**config.mk**
```make
export PLATFORM = sky130hd
export DESIGN_NAME = seg_scan
export DESIGN_NICKNAME = d
export VERILOG_FILES = /design/src/rtl/seg_pkg.sv /design/src/rtl/bcd_to_seg.sv /design/src/rtl/seg_scan.sv
export SDC_FILE = /design/constraint.sdc
export NUM_CORES = 1
export LEC_CHECK = 0
export ABC_AREA = 1
export CORE_MARGIN = 1
export CORE_UTILIZATION = 55
export DETAILED_ROUTE_END_ITERATION = 8
export PLACE_DENSITY = 0.84
export SLEW_MARGIN = 40
export SYNTH_ARGS = -nofsm -noshare
export SYNTH_HDL_FRONTEND = slang
export SYNTH_SLANG_ARGS = --single-unit
```
**constraint.sdc**
```tcl
create_clock -name clk_in -period 1.8 [get_ports clk_in]
set_input_delay 0.54 -clock clk_in [delete_from_list [all_inputs] [get_ports clk_in]]
set_output_delay 0.54 -clock clk_in [all_outputs]
set_load 0.02 [all_outputs]
```
**src/rtl/seg_pkg.sv**
```systemverilog
// seg_pkg: shared types and constants for the seven-segment scanner.
//   state_e   - scanner FSM states
//   SEG_*     - 7-bit active-low segment patterns, bit order {g,f,e,d,c,b,a}
package seg_pkg;

  typedef enum logic [1:0] {
    S_OFF,
    S_GAP,
    S_ON
  } state_e;

  // Active-low: a 0 bit lights the segment.
  localparam logic [6:0] SEG_0     = 7'h40;
  localparam logic [6:0] SEG_1     = 7'h79;
  localparam logic [6:0] SEG_2     = 7'h24;
  localparam logic [6:0] SEG_3     = 7'h30;
  localparam logic [6:0] SEG_4     = 7'h19;
  localparam logic [6:0] SEG_5     = 7'h12;
  localparam logic [6:0] SEG_6     = 7'h02;
  localparam logic [6:0] SEG_7     = 7'h78;
  localparam logic [6:0] SEG_8     = 7'h00;
  localparam logic [6:0] SEG_9     = 7'h10;
  localparam logic [6:0] SEG_DASH  = 7'h3F;
  localparam logic [6:0] SEG_BLANK = 7'h7F;

endpackage

```
**src/rtl/bcd_to_seg.sv**
```systemverilog
// bcd_to_seg: combinational 4-bit code to active-low seven-segment decoder.
//   code  in  4 : BCD code; 10..15 render as a dash
//   seg   out 7 : {g,f,e,d,c,b,a}, active low
module bcd_to_seg
  import seg_pkg::*;
(
  input  logic [3:0] code,
  output logic [6:0] seg
);

  always_comb begin
    seg = SEG_DASH;
    unique case (code)
      4'd0:    seg = SEG_0;
      4'd1:    seg = SEG_1;
      4'd2:    seg = SEG_2;
      4'd3:    seg = SEG_3;
      4'd4:    seg = SEG_4;
      4'd5:    seg = SEG_5;
      4'd6:    seg = SEG_6;
      4'd7:    seg = SEG_7;
      4'd8:    seg = SEG_8;
      4'd9:    seg = SEG_9;
      default: seg = SEG_DASH;
    endcase
  end

endmodule

```
**src/rtl/seg_scan.sv**
```systemverilog
// seg_scan: multiplexed seven-segment scanner with frame-buffered digits,
// anti-ghosting gap between digits and optional leading-zero blanking.
//   clk_in      in  1          : system clock
//   rst_n       in  1          : asynchronous active-low reset
//   scan_clk    in  1          : divided scan clock, sampled as data
//   bcd_in      in  4*DIGITS   : digit i at [4i+3:4i], digit 0 least significant
//   dp_in       in  DIGITS     : decimal point per digit, 1 = lit
//   bcd_valid   in  1          : load strobe for bcd_in/dp_in
//   an_n        out DIGITS     : digit enables, active low
//   seg_n       out 8          : {dp,g,f,e,d,c,b,a}, active low
//   frame_done  out 1          : pulse when the digit index wraps
module seg_scan
  import seg_pkg::*;
#(
  parameter int unsigned DIGITS       = 4,
  parameter int unsigned GHOST_CYCLES = 2,
  parameter int unsigned BLANK_LZ     = 1
) (
  input  logic                  clk_in,
  input  logic                  rst_n,
  input  logic                  scan_clk,
  input  logic [4*DIGITS-1:0]   bcd_in,
  input  logic [DIGITS-1:0]     dp_in,
  input  logic                  bcd_valid,
  output logic [DIGITS-1:0]     an_n,
  output logic [7:0]            seg_n,
  output logic                  frame_done
);

  localparam int unsigned     IdxW    = (DIGITS > 1) ? $clog2(DIGITS) : 1;
  localparam logic [IdxW-1:0] LastIdx = IdxW'(DIGITS - 1);
  localparam logic [7:0]      GapLast = 8'(GHOST_CYCLES - 1);

  // Scan clock synchronizer and registered rising-edge detect.
  logic sync0_q, sync1_q, sync1_prev_q, step_q;

  always_ff @(posedge clk_in or negedge rst_n) begin
    if (!rst_n) begin
      sync0_q      <= 1'b0;
      sync1_q      <= 1'b0;
      sync1_prev_q <= 1'b0;
      step_q       <= 1'b0;
    end else begin
      sync0_q      <= scan_clk;
      sync1_q      <= sync0_q;
      sync1_prev_q <= sync1_q;
      step_q       <= sync1_q & ~sync1_prev_q;
    end
  end

  // Scanner FSM.
  state_e          state_q, state_d;
  logic [IdxW-1:0] idx_q, idx_d;
  logic [7:0]      gap_q, gap_d;
  logic            wrap;

  always_comb begin
    state_d = state_q;
    idx_d   = idx_q;
    gap_d   = gap_q;
    wrap    = 1'b0;
    unique case (state_q)
      S_OFF: begin
        if (step_q) begin
          state_d = S_GAP;
          idx_d   = '0;
          gap_d   = '0;
        end
      end
      S_GAP: begin
        // Steps landing here are dropped; the gap length is fixed.
        if (gap_q == GapLast) state_d = S_ON;
        else                  gap_d   = gap_q + 8'd1;
      end
      S_ON: begin
        if (step_q) begin
          state_d = S_GAP;
          gap_d   = '0;
          if (idx_q == LastIdx) begin
            idx_d = '0;
            wrap  = 1'b1;
          end else begin
            idx_d = idx_q + 1'b1;
          end
        end
      end
      default: state_d = S_OFF;
    endcase
  end

  // Pending/display double buffer; display only changes on a frame wrap.
  logic [DIGITS-1:0][3:0] disp_bcd_q, disp_bcd_d, pend_bcd_q, pend_bcd_d;
  logic [DIGITS-1:0]      disp_dp_q, disp_dp_d, pend_dp_q, pend_dp_d;
  logic                   pend_flag_q, pend_flag_d;

  always_comb begin
    disp_bcd_d  = disp_bcd_q;
    disp_dp_d   = disp_dp_q;
    pend_bcd_d  = pend_bcd_q;
    pend_dp_d   = pend_dp_q;
    pend_flag_d = pend_flag_q;
    if (bcd_valid) begin
      pend_bcd_d  = bcd_in;
      pend_dp_d   = dp_in;
      pend_flag_d = 1'b1;
    end
    if (wrap) begin
      // A load on the wrap cycle bypasses the pending stage.
      if (bcd_valid) begin
        disp_bcd_d = bcd_in;
        disp_dp_d  = dp_in;
      end else if (pend_flag_q) begin
        disp_bcd_d = pend_bcd_q;
        disp_dp_d  = pend_dp_q;
      end
      pend_flag_d = 1'b0;
    end
  end

  // Leading-zero mask: digit i blanks when it and all higher digits are 0.
  logic [DIGITS-1:0] blank;

  always_comb begin
    logic all_zero;
    all_zero = 1'b1;
    blank    = '0;
    for (int i = int'(DIGITS) - 1; i >= 0; i--) begin
      all_zero = all_zero & (disp_bcd_q[i] == 4'd0);
      blank[i] = (BLANK_LZ != 0) && (i > 0) && all_zero;
    end
  end

  logic [6:0] cur_seg;

  bcd_to_seg u_dec (
    .code (disp_bcd_q[idx_q]),
    .seg  (cur_seg)
  );

  // Outputs are registered from next state so they move with the FSM.
  logic [DIGITS-1:0] an_d;
  logic [7:0]        seg_d;

  always_comb begin
    an_d  = '1;
    seg_d = 8'hFF;
    if (state_d == S_ON) begin
      an_d[idx_q] = 1'b0;
      seg_d       = {~disp_dp_q[idx_q], blank[idx_q] ? SEG_BLANK : cur_seg};
    end
  end

  always_ff @(posedge clk_in or negedge rst_n) begin
    if (!rst_n) begin
      state_q     <= S_OFF;
      idx_q       <= '0;
      gap_q       <= '0;
      disp_bcd_q  <= '0;
      disp_dp_q   <= '0;
      pend_bcd_q  <= '0;
      pend_dp_q   <= '0;
      pend_flag_q <= 1'b0;
      an_n        <= '1;
      seg_n       <= 8'hFF;
      frame_done  <= 1'b0;
    end else begin
      state_q     <= state_d;
      idx_q       <= idx_d;
      gap_q       <= gap_d;
      disp_bcd_q  <= disp_bcd_d;
      disp_dp_q   <= disp_dp_d;
      pend_bcd_q  <= pend_bcd_d;
      pend_dp_q   <= pend_dp_d;
      pend_flag_q <= pend_flag_d;
      an_n        <= an_d;
      seg_n       <= seg_d;
      frame_done  <= wrap;
    end
  end

endmodule

```
Word level (Yosys, flattened, before mapping). Memory sizes are Yosys's and may differ from the RTL's. Index checks and enable logic that the tools add are counted.

ROM bits: 112. Memories: 1. Bits in registers: 70. Logic and storage cells: 84.

Muxes and demuxes: 30. Equality and inequality tests: 9. $add $sub $neg: 2. Bitwise logic cells: 6. Order comparisons: 2. Reductions and logical operators: 13.

Memories: (no name shown) (words 16, bits a word 7, rd ports 1, clocked after memory_dff 0, write ports 0, RTL line bcd_to_seg.sv:13) `unique case (code)`.

Operators with widths (count): 2-to-1 mux 16 bit (2); 2-to-1 mux 8 bit (3); 2-to-1 mux 4 bit (4); case mux 8 bit (2 select lines) (1); zero test 4 bit (3); 2-to-1 mux 2 bit (5); adder 8 x 1 -> 8 bit (second input constant) (1); binary-select mux 4 bit (select 2 bit) (1); equality test 8 x 1 -> 1 bit (second input constant) (1); 2-to-1 mux 1 bit (8); case mux 2 bit (2 select lines) (2); nonzero test 2 bit (4); 2-to-1 mux 7 bit (1); equality test 2 bit (second input constant) (3); != test 2 bit (second input constant) (3); AND reduction 3 bit (2); binary-select mux 1 bit (select 2 bit) (2); inverter 4 bit (1); AND 1 bit (3); < comparator 2 x 3 -> 1 bit (second input constant) (1); adder 2 x 1 -> 2 bit (second input constant) (1); demux 1 bit (select 2 bit) (1); equality test 2 x 1 -> 1 bit (second input constant) (1); greater-or-equal comparator 2 x 1 -> 1 bit (second input constant) (1); other kinds (6) (7).

Longest topological paths before layout. Gate-level depths: netlist of the first run.

Depth in word-level cells: 7. Gate-level depth with buffers: 11. Depth with buffers taken out: 10.

By module. Synthesis of the first run repeated with hierarchy kept, for this count alone.

Cells, all modules: 384. Area, all modules: 3355.7 µm².

Modules (own cells, without submodules): seg_scan (times used 1, seq. area each 1766.7 µm², area an instance 3168.0 µm², cells an instance 349); bcd_to_seg (times used 1, seq. area each 0.0 µm², area an instance 187.7 µm², cells an instance 35).

Worst setup path before layout of the first run. OpenSTA, ideal clock, no wires.

Path type: reg-to-reg. Start: register idx_q[0]. End: register seg_n[5]. Path buffers: 1. Arrival time: 1.446 ns. Data required time: 1.717 ns. Cell stages (with the launch flop): 10. Library setup time: 0.083 ns. Setup slack: 0.271 ns. Path through: dfrtp_1 > buf_2 > nand2_1 > nand3_1 > nand2_1 > inv_1 > ha_1 > nand3b_1 > nand3_1 > nand3_1.

Longest elaborated chain between the ends: 5. Elaborated cells between the ends (all ways): 7. Those cells by class: 6 x mux; 1 x memory.

RTL lines: start, declared (RTL line seg_scan.sv:53) `logic [IdxW-1:0] idx_q, idx_d;`; start signal, assigned (RTL line seg_scan.sv:168) `idx_q <= idx_d;`; binary-select mux 4 bit (select 2 bit) (RTL line seg_scan.sv:136) `.code (disp_bcd_q[idx_q]),`; 2-to-1 mux 4 bit (implied by the code) (RTL line seg_scan.sv:136); memory (16 x 7 bit); 2-to-1 mux 7 bit (*) (RTL line seg_scan.sv:149) `seg_d = {~disp_dp_q[idx_q], blank[idx_q] ? SEG_BLANK : cur_seg};`; 2-to-1 mux 8 bit (*) (RTL line seg_scan.sv:147) `if (state_d == S_ON) begin`; via seg_d[5] (RTL line seg_scan.sv:142) `logic [7:0] seg_d;`; end signal, assigned (RTL line seg_scan.sv:176) `seg_n <= seg_d;`; end, declared (RTL line seg_scan.sv:26) `output logic [7:0] seg_n,`.

The timed path passes the listed nets; every way through them passes the cells marked *. The select of a mux whose other input is x is not followed. A chain may end at the register's enable or synchronous reset.

Worst setup path in the final report of the first run.
Start: register seg_n[7]. End: output seg_n[7].

No word-level cell between the ends.

==> results of run 1 <==
==> layer usage <==
layer,global-route usage,vias to the layer above
met1,0.2935,1122
li1,-,1287
met5,0,-
met4,0.09815,0
met3,0.05814,11
met2,0.3374,71
==> worst register-to-register path, cell delays in order (launching register included) <==
cell      delay [ps]
dfrtp_1          410
buf_4            180
nand2_1           60
nand3_1           80
nand2_1          170
inv_1            110
ha_1             200
nand3b_1         160
nand3_1          100
nand3_1           70
==> worst paths after layout <==
kind | endpoint
worst max-delay path | seg_n[7]
worst min register to register | sync1_q
max in group asynchronous | disp_bcd_q[3]
worst max register to register | seg_n[5]
min in group clk_in | sync1_q
worst min-delay path | state_q[1]
==> registers in the layout, indices dropped and copies added (netlist names), 2 cells and up <==
| name | count |
|---|---|
| pend_dp_q | 4 |
| seg_n | 8 |
| idx_q | 2 |
| disp_bcd_q | 16 |
| gap_q | 8 |
| pend_bcd_q | 16 |
| state_q | 2 |
| disp_dp_q | 4 |
| an_n | 4 |
==> per-stage QoR <==
| step | hold slack, ps | instances | setup TNS, ps | instance area (um2) |
|---|---|---|---|---|
| 6_report | 185.9 | 506 | 0 | 3884 |
| 5_1_grt | 202.2 | 506 | 0 | 3884 |
| 4_1_cts | 171.9 | 506 | 0 | 3884 |
| 3_5_place_dp | 336.2 | 490 | -17.13 | 3691 |
| 3_3_place_gp | 334.3 | 490 | 0 | 3691 |
| 2_1_floorplan | 244.4 | 384 | 0 | 3219 |
==> cells in the final DEF, fill, tap and decap left out, types with 2 or more instances in the layout <==
master / count
a21oi_1: 4
buf_4: 9
clkbuf_8: 11
clkdlybuf4s50_1: 22
clkinv_2: 2
clkinv_4: 2
dfrtp_1: 58
dfstp_2: 12
dlygate4sd2_1: 13
ha_1: 11
inv_1: 39
inv_2: 7
nand2_1: 147
nand2_2: 5
nand3_1: 29
nand3_2: 2
nand3b_1: 2
nand4_1: 3
nor2_1: 17
nor3b_1: 2
o21ai_0: 5
o21ai_1: 23
==> power by group through the flow <==
stage,clock network [mW],registers [mW],logic [mW]
after floorplan,0,2.08,0.768
after global placement,0,1.96,1.27
after detailed placement,0,1.97,1.31
after CTS,1.34,1.94,1.26
after global routing,1.40,1.96,1.44
final,1.30,1.94,1.25
==> logic make-up (layout without fill, tap and decap cells) <==
kind of cell | Yosys count | count (layout)
flip-flops | 70 | 70
AND/OR/NAND/NOR | 208 | 208
multiplexers | 1 | 1
AO/OA/AOI/OAI | 35 | 35
XOR/XNOR | 1 | 1
buffers and inverters | 58 | 108
adder cells (fa/ha/maj) | 11 | 11
==> cell type report <==
| class | count | area share |
|---|---|---|
| repair buffers | 46 | 0.1099 |
| flip-flops and latches | 70 | 0.4549 |
| inverters | 46 | 0.04446 |
| clock inverters | 5 | 0.01482 |
| clock buffers | 11 | 0.03898 |
| multi-input cells | 256 | 0.3138 |
| well taps | 72 | 0.02320 |
==> what timing repair did <==
item / 4_1_cts / 5_1_grt
hold endpoints to repair: 0 / 0
endpoints found under the setup margin: 13 / 0
resized for setup: 13 / 0
==> flow_summary.toml, run 1 <==
[status]
outcome = "completed"

[setup_path]
critical_path_arrival_ps = 1180
crit_family = "flip-flops"
r2r_cells = 9
critPathLaunch = "seg_n[7]"
slowest_delay_ps = 520
reg2reg_slack_ps = 180
critPathSlowestCell = "dfstp_2"
path_buf_inv = 1
cp.depth = 1
cp-start-kind = "flip-flop"
crit_fanout = 1
critical_path_required_ps = 1260
critPathCaptureType = "output port"
path_cells = "dlygate4sd2_1"
path_class = "flip-flop to output port"
reg2reg_from = "idx_q[0]"

[route]
vias_per_cell = 4.923
wirelength_um = 5821
postRouteAntennaNets = 0
routed-wl-met3_um = 287
wirelength_met1_um = 2764
drc_errors = 0
wire_per_inst_um = 11.50
vias = 2491
drt_iter0_markers = 104
wl_met2_um = 2659
highest_layer = "met4"
drtPass1Iterations = 4

[final_layout]
ff_latch_area_um2 = 1767
synthToLayoutAreaGrowth_pct = 20.64
drive_above_1_share = 0.1290
multi_input_area_um2 = 1219
fin_nets = 464
fin_util = 0.6967
nFillCells = 450
n_antenna_cell = 0

[yosys]
yosysSeqAreaShare = 0.5488
netlist.top_cell.by_area = "dfrtp_1"
yosys.area_share.simple = 0.2693
ys_types = 25
avgSynthCellArea_um2 = 8.384
async_reset_ff_frac = 1.000
synth-compound-area-share = 0.05674
yosys-top-cells-area = "dfrtp_1, nand2_1, dfstp_2"
synth_area_um2 = 3219
yosysMostFrequentCell = "nand2_1"
synthMuxAreaShare = 0.006996
synth_top_family_by_area = "simple AND/OR/NAND/NOR gates"
synth_edf_count = 0
synth_cells = 384
synthTopCellsByCount = "nand2_1, dfrtp_1, inv_1"
synth_xor_xnor_area_share = 0.002721
synth_nets = 419
yosys_warnings = 0
synth-main-ff-cell = "dfrtp_1"
synth_fa_ha_area_frac = 0.04275
synth_top_cell_area_share = 0.4508
ys_ff_latch = 70

[power]
clkPwrFrac = 0.290
p_comb_frac = 0.278
switching_power_mw = 1.491
sw_frac_of_total = 0.3322
sequentialPowerShare = 0.432
p_total_mw = 4.489
peakVddDrop_mv = 0.5933
leakage_nw = 1.922
power_density_nw_per_um2 = 1156
intPower_mw = 2.998

[grt]
grt.overflow.total = 0
track_usage = 0.2201
grt_start_max_net_pins = 46
first_global_vias = 2365
grt_pass1_wl_um = 10430
antenna_found_initial = 0

[floorplanning]
dieArea_um2 = 6163
core-area_um2 = 5574
chipWidth_um = 78.51
std_cell_rows = 27
die_h_um = 78.51
floorplan.initialDensity = 0.5776
ios = 37

[placement]
gp_congestion = 0.7991
place_ws_ps = -17.13
dp_hpwl_um = 4146
port_buffers = 36

[timing]
max_slew_margin = 0.6378
hold_viol = 0
fmax_ghz = 0.5819
grt_setup_unrepaired = "false"
post-route-period-util = 0.9548
setup_viol = 0
slew_viol_final = 0
worst_pin_slew_ps = 543.4
fin_crit_ps = 1719
fin_skew_ps = 6.358
fin_ws_ps = 81.34

[clocking]
postCtsSetupBuffers = 0
h-tree-depth = 3
cts_made_buffers = 9
cts_root_buffer = "clkbuf_8"
cts.sinks = 70
path_clk_slew_ps = 70
clock_latency_ps = 340
cts_buffer_depth = 2
cts_tree = "done"
holdBufCountCts = 0

[hold_path]
hold_class = "input pin to async pin"

[job]
maxCapViolations = 0
(Power assumes the default switching activity.)
==> run 2: changes to the inputs <==
--- a/config.mk
+++ b/config.mk
@@ -6,6 +6,7 @@
 export NUM_CORES = 1
 export LEC_CHECK = 0
 export ABC_AREA = 1
+export ABC_CLOCK_PERIOD_IN_PS = 1800
 export CORE_MARGIN = 1
 export CORE_UTILIZATION = 55
 export DETAILED_ROUTE_END_ITERATION = 8
==> results of run 2 <==
Same layout as run 1: the final DEF is identical, and so are final timing and power.
==> run 3: changes to the inputs <==
--- a/config.mk
+++ b/config.mk
@@ -10,6 +10,7 @@
 export CORE_MARGIN = 1
 export CORE_UTILIZATION = 55
 export DETAILED_ROUTE_END_ITERATION = 8
+export GPL_ROUTABILITY_DRIVEN = 0
 export PLACE_DENSITY = 0.84
 export SLEW_MARGIN = 40
 export SYNTH_ARGS = -nofsm -noshare
==> results of run 3 <==
Same layout as run 1: the final DEF is identical, and so are final timing and power.
